[config.mk]
export PLATFORM = sky130hd
export DESIGN_NAME = multicycle_ctrl_flat
export DESIGN_NICKNAME = d
export VERILOG_FILES = /design/src/rtl/multicycle_ctrl_pkg.sv /design/src/rtl/multicycle_ctrl_if.sv /design/src/rtl/multicycle_ctrl_alu_decoder.sv /design/src/rtl/multicycle_ctrl.sv /design/src/flat_wrapper.sv
export SDC_FILE = /design/constraint.sdc
export NUM_CORES = 1
export LEC_CHECK = 0
export CORE_MARGIN = 2
export CORE_UTILIZATION = 40
export CTS_BUF_LIST = sky130_fd_sc_hd__clkbuf_8
export CTS_CLUSTER_DIAMETER = 100
export DETAILED_ROUTE_END_ITERATION = 12
export GPL_TIMING_DRIVEN = 1
export PLACE_DENSITY = 0.9
export SKIP_LAST_GASP = 1
export SYNTH_ARGS = -nofsm -noshare
export SYNTH_HDL_FRONTEND = slang
export SYNTH_SLANG_ARGS = --single-unit
[constraint.sdc]
create_clock -name clk -period 2.5 [get_ports clk]
set_input_delay 0.75 -clock clk [delete_from_list [all_inputs] [get_ports clk]]
set_output_delay 0.75 -clock clk [all_outputs]
set_load 0.01 [all_outputs]
[src/rtl/multicycle_ctrl_pkg.sv]
// Shared encodings for the RV32I multicycle controller: FSM states, opcodes and
// datapath mux/ALU select codes used by the controller, extender and datapath.
package multicycle_ctrl_pkg;

   typedef enum logic [3:0] {
      S_FETCH    = 4'd0,
      S_DECODE   = 4'd1,
      S_MEMADR   = 4'd2,
      S_MEMREAD  = 4'd3,
      S_MEMWB    = 4'd4,
      S_MEMWRITE = 4'd5,
      S_EXECUTER = 4'd6,
      S_EXECUTEI = 4'd7,
      S_ALUWB    = 4'd8,
      S_BEQ      = 4'd9,
      S_JAL      = 4'd10,
      S_ILLEGAL  = 4'd11
   } state_t;

   localparam logic [6:0] OP_LOAD   = 7'b0000011;
   localparam logic [6:0] OP_STORE  = 7'b0100011;
   localparam logic [6:0] OP_RTYPE  = 7'b0110011;
   localparam logic [6:0] OP_ITYPE  = 7'b0010011;
   localparam logic [6:0] OP_BRANCH = 7'b1100011;
   localparam logic [6:0] OP_JAL    = 7'b1101111;

   localparam logic [1:0] IMM_I = 2'b00;
   localparam logic [1:0] IMM_S = 2'b01;
   localparam logic [1:0] IMM_B = 2'b10;
   localparam logic [1:0] IMM_J = 2'b11;

   localparam logic [2:0] ALU_ADD = 3'b000;
   localparam logic [2:0] ALU_SUB = 3'b001;
   localparam logic [2:0] ALU_AND = 3'b010;
   localparam logic [2:0] ALU_OR  = 3'b011;
   localparam logic [2:0] ALU_SLT = 3'b101;

   typedef enum logic [1:0] {
      ALUOP_ADD   = 2'b00,
      ALUOP_SUB   = 2'b01,
      ALUOP_FUNCT = 2'b10
   } aluop_t;

   localparam logic [1:0] SRCA_PC    = 2'b00;
   localparam logic [1:0] SRCA_OLDPC = 2'b01;
   localparam logic [1:0] SRCA_RS1   = 2'b10;

   localparam logic [1:0] SRCB_RS2  = 2'b00;
   localparam logic [1:0] SRCB_IMM  = 2'b01;
   localparam logic [1:0] SRCB_FOUR = 2'b10;

   localparam logic [1:0] RES_ALUOUT = 2'b00;
   localparam logic [1:0] RES_MEM    = 2'b01;
   localparam logic [1:0] RES_ALU    = 2'b10;

   // Extender select depends only on the opcode, never on the FSM state.
   function automatic logic [1:0] imm_sel(input logic [6:0] op);
      logic [1:0] sel;
      sel = IMM_I;
      case (op)
         OP_STORE:  sel = IMM_S;
         OP_BRANCH: sel = IMM_B;
         OP_JAL:    sel = IMM_J;
         default:   sel = IMM_I;
      endcase
      return sel;
   endfunction

endpackage

[src/rtl/multicycle_ctrl_if.sv]
// Controller <-> datapath bundle: instruction fields and flags in, mux selects
// and write enables out, plus the current FSM state for observation.
interface multicycle_ctrl_if;
   import multicycle_ctrl_pkg::*;

   logic [6:0] op;
   logic [2:0] funct3;
   logic       funct7b5;
   logic       zero;
   // Memory handshake: the controller presents an access (fetch, load or store)
   // and holds it with all selects stable; the access completes on the cycle
   // mem_ready=1, and only then does the FSM advance or commit its write.
   logic       mem_ready;

   logic [1:0] immsrc;
   logic [1:0] alusrca;
   logic [1:0] alusrcb;
   logic [1:0] resultsrc;
   logic       adrsrc;
   logic [2:0] alucontrol;
   logic       irwrite;
   logic       pcwrite;
   logic       regwrite;
   logic       memwrite;
   logic       illegal;
   state_t     state_dbg;

   modport master (
      output op, funct3, funct7b5, zero, mem_ready,
      input  immsrc, alusrca, alusrcb, resultsrc, adrsrc, alucontrol,
      input  irwrite, pcwrite, regwrite, memwrite, illegal, state_dbg
   );

   modport slave (
      input  op, funct3, funct7b5, zero, mem_ready,
      output immsrc, alusrca, alusrcb, resultsrc, adrsrc, alucontrol,
      output irwrite, pcwrite, regwrite, memwrite, illegal, state_dbg
   );

endinterface

[src/rtl/multicycle_ctrl_alu_decoder.sv]
// ALU operation decode: fixed add/sub for address and branch states, funct3 /
// funct7b5 decode for R-type and I-type ALU instructions.
module multicycle_ctrl_alu_decoder
   import multicycle_ctrl_pkg::*;
(
   input  aluop_t     aluop,
   input  logic [2:0] funct3,
   input  logic       funct7b5,
   input  logic       op5,
   output logic [2:0] alucontrol
);

   always_comb begin
      alucontrol = ALU_ADD;
      case (aluop)
         ALUOP_SUB: alucontrol = ALU_SUB;
         ALUOP_FUNCT: begin
            case (funct3)
               // op5 separates R-type from I-type: addi has no subtract form.
               3'b000:  alucontrol = (op5 & funct7b5) ? ALU_SUB : ALU_ADD;
               3'b010:  alucontrol = ALU_SLT;
               3'b110:  alucontrol = ALU_OR;
               3'b111:  alucontrol = ALU_AND;
               default: alucontrol = ALU_ADD;
            endcase
         end
         default: alucontrol = ALU_ADD;
      endcase
   end

endmodule

[src/rtl/multicycle_ctrl.sv]
// Moore FSM sequencing fetch/decode/execute/memory/writeback for the RV32I
// multicycle core; write enables are gated off while reset is asserted.
module multicycle_ctrl
   import multicycle_ctrl_pkg::*;
#(
   parameter state_t RESET_STATE  = S_FETCH,
   parameter bit     ILLEGAL_TRAP = 1'b1
) (
   input  logic             clk,
   input  logic             rst_n,
   multicycle_ctrl_if.slave bus
);

   state_t     state_q, state_d;
   aluop_t     aluop;
   logic [1:0] alusrca, alusrcb, resultsrc;
   logic       adrsrc;
   logic       irwrite, pcwrite, regwrite, memwrite, illegal;
   logic [2:0] alucontrol;

   always_ff @(posedge clk or negedge rst_n) begin
      if (!rst_n) state_q <= RESET_STATE;
      else        state_q <= state_d;
   end

   always_comb begin
      state_d   = S_FETCH;
      aluop     = ALUOP_ADD;
      alusrca   = SRCA_PC;
      alusrcb   = SRCB_RS2;
      resultsrc = RES_ALUOUT;
      adrsrc    = 1'b0;
      irwrite   = 1'b0;
      pcwrite   = 1'b0;
      regwrite  = 1'b0;
      memwrite  = 1'b0;
      illegal   = 1'b0;
      case (state_q)
         S_FETCH: begin
            alusrcb   = SRCB_FOUR;
            resultsrc = RES_ALU;
            irwrite   = bus.mem_ready;
            pcwrite   = bus.mem_ready;
            state_d   = bus.mem_ready ? S_DECODE : S_FETCH;
         end
         S_DECODE: begin
            alusrca = SRCA_OLDPC;
            alusrcb = SRCB_IMM;
            case (bus.op)
               OP_LOAD, OP_STORE: state_d = S_MEMADR;
               OP_RTYPE:          state_d = S_EXECUTER;
               OP_ITYPE:          state_d = S_EXECUTEI;
               OP_BRANCH:         state_d = S_BEQ;
               OP_JAL:            state_d = S_JAL;
               default:           state_d = ILLEGAL_TRAP ? S_ILLEGAL : S_FETCH;
            endcase
         end
         S_MEMADR: begin
            alusrca = SRCA_RS1;
            alusrcb = SRCB_IMM;
            if (bus.op == OP_LOAD)       state_d = S_MEMREAD;
            else if (bus.op == OP_STORE) state_d = S_MEMWRITE;
            else                         state_d = S_FETCH;
         end
         S_MEMREAD: begin
            adrsrc  = 1'b1;
            state_d = bus.mem_ready ? S_MEMWB : S_MEMREAD;
         end
         S_MEMWB: begin
            resultsrc = RES_MEM;
            regwrite  = 1'b1;
         end
         S_MEMWRITE: begin
            adrsrc   = 1'b1;
            memwrite = 1'b1;
            state_d  = bus.mem_ready ? S_FETCH : S_MEMWRITE;
         end
         S_EXECUTER: begin
            alusrca = SRCA_RS1;
            aluop   = ALUOP_FUNCT;
            state_d = S_ALUWB;
         end
         S_EXECUTEI: begin
            alusrca = SRCA_RS1;
            alusrcb = SRCB_IMM;
            aluop   = ALUOP_FUNCT;
            state_d = S_ALUWB;
         end
         S_ALUWB: regwrite = 1'b1;
         S_BEQ: begin
            alusrca = SRCA_RS1;
            aluop   = ALUOP_SUB;
            case (bus.funct3)
               3'b000:  pcwrite = bus.zero;
               3'b001:  pcwrite = ~bus.zero;
               default: pcwrite = 1'b0;
            endcase
         end
         S_JAL: begin
            alusrca = SRCA_OLDPC;
            alusrcb = SRCB_FOUR;
            pcwrite = 1'b1;
            state_d = S_ALUWB;
         end
         S_ILLEGAL: illegal = 1'b1;
         default:   state_d = S_FETCH;
      endcase
   end

   multicycle_ctrl_alu_decoder u_alu_decoder (
      .aluop      (aluop),
      .funct3     (bus.funct3),
      .funct7b5   (bus.funct7b5),
      .op5        (bus.op[5]),
      .alucontrol (alucontrol)
   );

   assign bus.immsrc     = imm_sel(bus.op);
   assign bus.alusrca    = alusrca;
   assign bus.alusrcb    = alusrcb;
   assign bus.resultsrc  = resultsrc;
   assign bus.adrsrc     = adrsrc;
   assign bus.alucontrol = alucontrol;
   // The state register resets asynchronously, but FETCH's irwrite/pcwrite
   // follow mem_ready, so enables are also masked combinationally by rst_n.
   assign bus.irwrite    = irwrite  & rst_n;
   assign bus.pcwrite    = pcwrite  & rst_n;
   assign bus.regwrite   = regwrite & rst_n;
   assign bus.memwrite   = memwrite & rst_n;
   assign bus.illegal    = illegal  & rst_n;
   assign bus.state_dbg  = state_q;

endmodule

[src/flat_wrapper.sv]
// flat-port wrapper written by rule: the top's interface ports become plain ports
module multicycle_ctrl_flat import multicycle_ctrl_pkg::*;
#(
   parameter state_t RESET_STATE  = S_FETCH,
   parameter bit     ILLEGAL_TRAP = 1'b1
)
  (clk, rst_n, bus_op, bus_funct3, bus_funct7b5, bus_zero, bus_mem_ready, bus_immsrc, bus_alusrca, bus_alusrcb, bus_resultsrc, bus_adrsrc, bus_alucontrol, bus_irwrite, bus_pcwrite, bus_regwrite, bus_memwrite, bus_illegal, bus_state_dbg);
  multicycle_ctrl_if bus_i ();
  input  logic clk;
  input  logic rst_n;
  input wire logic [$bits(bus_i.op)-1:0] bus_op;
  input wire logic [$bits(bus_i.funct3)-1:0] bus_funct3;
  input wire logic [$bits(bus_i.funct7b5)-1:0] bus_funct7b5;
  input wire logic [$bits(bus_i.zero)-1:0] bus_zero;
  input wire logic [$bits(bus_i.mem_ready)-1:0] bus_mem_ready;
  output wire logic [$bits(bus_i.immsrc)-1:0] bus_immsrc;
  output wire logic [$bits(bus_i.alusrca)-1:0] bus_alusrca;
  output wire logic [$bits(bus_i.alusrcb)-1:0] bus_alusrcb;
  output wire logic [$bits(bus_i.resultsrc)-1:0] bus_resultsrc;
  output wire logic [$bits(bus_i.adrsrc)-1:0] bus_adrsrc;
  output wire logic [$bits(bus_i.alucontrol)-1:0] bus_alucontrol;
  output wire logic [$bits(bus_i.irwrite)-1:0] bus_irwrite;
  output wire logic [$bits(bus_i.pcwrite)-1:0] bus_pcwrite;
  output wire logic [$bits(bus_i.regwrite)-1:0] bus_regwrite;
  output wire logic [$bits(bus_i.memwrite)-1:0] bus_memwrite;
  output wire logic [$bits(bus_i.illegal)-1:0] bus_illegal;
  output wire logic [$bits(bus_i.state_dbg)-1:0] bus_state_dbg;
  assign bus_i.op = bus_op;
  assign bus_i.funct3 = bus_funct3;
  assign bus_i.funct7b5 = bus_funct7b5;
  assign bus_i.zero = bus_zero;
  assign bus_i.mem_ready = bus_mem_ready;
  assign bus_immsrc = bus_i.immsrc;
  assign bus_alusrca = bus_i.alusrca;
  assign bus_alusrcb = bus_i.alusrcb;
  assign bus_resultsrc = bus_i.resultsrc;
  assign bus_adrsrc = bus_i.adrsrc;
  assign bus_alucontrol = bus_i.alucontrol;
  assign bus_irwrite = bus_i.irwrite;
  assign bus_pcwrite = bus_i.pcwrite;
  assign bus_regwrite = bus_i.regwrite;
  assign bus_memwrite = bus_i.memwrite;
  assign bus_illegal = bus_i.illegal;
  assign bus_state_dbg = bus_i.state_dbg;
  multicycle_ctrl #(.RESET_STATE(RESET_STATE), .ILLEGAL_TRAP(ILLEGAL_TRAP)) u_core (.clk(clk), .rst_n(rst_n), .bus(bus_i));
endmodule
==> flow_summary_export.csv <==
group,metric,value,unit
outcome,status,"finished with violations",
outcome,violations,"negative setup slack",
critical_path,cp-startpoint,"u_core.bus.state_dbg[1]",
synthesis,synthCells,97,
placed_design,place_area,1180,sq um
final_layout,nets,172,
global_routing,grt_max_degree,21,
cts,ctsHoldBuffers,0,
timing,worst_slack,-7.19,ps
synthesis,synth_sequential_area_ratio,0.146,
placed_design,place_ws,-612,ps
final_layout,n_antenna_cell,0,
synthesis,async_flop_share,1.00,
global_routing,track_usage,0.261,
cts,h-tree-depth,1,
placed_design,numPortBuffers,35,
timing,slew_viol_final,0,
route,drt_first_iter_violations,34,
floorplan,row_count,14,
critical_path,slowest_stage,"dfrtp_1",
final_layout,final_cell_mix,"22 x buf_4, 12 x dlygate4sd2_1, 12 x clkdlybuf4s50_1",
cts,cts_max_path_buffers,2,
synthesis,synth-edff-count,0,
critical_path,cp_cell_sequence,"nand2b_1, or2_4, ha_4, nor4_2, buf_2",
floorplan,core,1560,sq um
synthesis,synth_cell_types,39,
critical_path,crit_fanout,2,
cts,cts_tree,"done",
floorplan,die_w,45.4,um
synthesis,ys_ff_latch,4,
critical_path,endpoint_kind,"primary output",
floorplan,die_area,2060,sq um
global_routing,overflow,0,
timing,skew,5.25,ps
synthesis,syn_area,687,sq um
route,vias,973,
synthesis,syn_area_per_cell,7.08,sq um
critical_path,regToRegStartpoint,"u_core.bus.state_dbg[1]",
synthesis,syn-num-nets,114,
final_layout,design_area,1260,sq um
route,wl_per_cell,15.6,um
floorplan,num_io_pins,36,
timing,fmax,0.399,GHz
global_routing,grt_antenna_before_repair,0,
cts,clock_latency,220,ps
pwr,p_per_area,802,nW/um^2
timing,slew_headroom,0.821,
pwr,vdd_drop_max,0.441,mV
synthesis,yosysWarnings,0,
final_layout,largest_register_ffs,4,
critical_path,crit_type,"reg -> out",
synthesis,ys.flop_type,"dfrtp_1",
route,wirelength,2630,um
hold_path,hp-class,"in -> async",
cts,root_buffer,"clkbuf_8",
floorplan,initial_utilization,0.441,
timing,setup_violations,1,
timing,rsz0062_at_grt,"yes",
route,final_antenna_net_count,0,
global_routing,grt_pass1_vias,951,
route,drtPass1Iterations,4,
cts,cts.sinks,4,
cts,cts-buffers-inserted,3,
timing,period_minus_slack,2510,ps
placed_design,gp_congestion,0.825,
final_layout,area_delta_synth_final,83.8,%
timing,hold_viol_final,0,
route,vias_per_cell,5.76,
cts,clkTransAtPathRegs,40,ps
critical_path,arrival,1760,ps
timing,whs,501,ps
final_layout,drive_gt1_frac,0.307,
placed_design,dp_hpwl,1780,um
floorplan,die_h,45.4,um
critical_path,crit_required,1750,ps
pwr,power_leakage,0.000613,uW
critical_path,max_stage_delay,400,ps
critical_path,startpoint_type,"flip-flop",
timing,layout_worst_path_cycle_share,1.00,
pwr,total_power,1010,uW
final_layout,final_common_cell,"buf_4",
run,maxCapViolCount,0,
timing,tightest_slew,267,ps
route,drc,0,
global_routing,grt_pass1_wl,3930,um
## cell usage after synthesis, drive strengths merged, types with 2 or more instances
cell	count	area, sq um
nor2b	6	47.5
nand2b	5	31.3
inv	5	18.8
nor2	11	41.3
or3	2	13.8
xnor2	3	26.3
xor2	2	17.5
nor3b	2	15.0
nand3	5	25.0
o21ai	4	20.0
or2	3	18.8
nor4	2	12.5
a31oi	2	12.5
nor3	4	20.0
a21oi	5	25.0
nand2	10	37.5
dfrtp	4	100
buf	6	45.0
ha	2	25.0
## area by class of cell
cell class	instances	area, sq um
Multi-Input combinational cell	82	582
Clock buffer	3	41.3
Timing Repair Buffer	59	500
Tap cell	16	20.0
Inverter	5	18.8
Fill cell	104	297
Sequential cell	4	100
## critical path: cells and delay by family (launching register included)
kind / cells / cell delay [ps]
buf+inv: 1 / 180
flops: 1 / 400
fa+ha+maj: 1 / 220
simple gates: 3 / 730
## stage by stage
stage | instances | setup TNS [ps] | utilization
6_report | 169 | -7.19 | 0.810
5_1_grt | 169 | -98.1 | 0.810
4_1_cts | 169 | -31.4 | 0.784
3_5_place_dp | 165 | -4360 | 0.760
3_3_place_gp | 165 | -3970 | 0.760
2_1_floorplan | 97 | 0 | -
## report_power, final
part / internal [uW] / leakage [uW] / switching, uW
combinational: 384 / 0.000540 / 381
clock: 103 / 0.0000216 / 38.0
sequential: 88.6 / 0.0000521 / 17.4
total: 576 / 0.000613 / 437
## what timing repair did
| action | 4_1_cts | 5_1_grt |
|---|---|---|
| pin swaps | 7 | 5 |
| gates resized for setup | 41 | 15 |
| endpoints found under the setup margin | 13 | 10 |
| setup buffers | 1 | 0 |
## logic make-up (layout without fill, tap and decap cells)
family,after synthesis,in the layout,synth area share
flip-flops,4,4,0.146
adder cells (fa/ha/maj),2,2,0.0364
multiplexers,1,1,0.0146
buffers and inverters,11,67,0.0929
AND/OR/NAND/NOR,55,55,0.468
AO/OA/AOI/OAI,19,19,0.179
XOR/XNOR,5,5,0.0638
## worst paths after layout
kind,end,slack [ps],depth (start not counted)
worst min-delay path,u_core.bus.state_dbg[1],500,2
worst max register to register,u_core.bus.state_dbg[1],990,5
worst max-delay path,bus_alucontrol[2],-7,5
worst min register to register,u_core.bus.state_dbg[3],740,3
max in group asynchronous,u_core.bus.state_dbg[3],1880,2
min in group clk,u_core.bus.state_dbg[3],740,3
## metal layers
metal	up-vias	track usage	routed length [um]
met1	445	0.260	925
met4	0	0.135	104
met5	-	0	0
li1	453	-	-
met3	13	0.0595	167
met2	62	0.493	1430
Note: power is estimated with default switching activity, not from simulation.
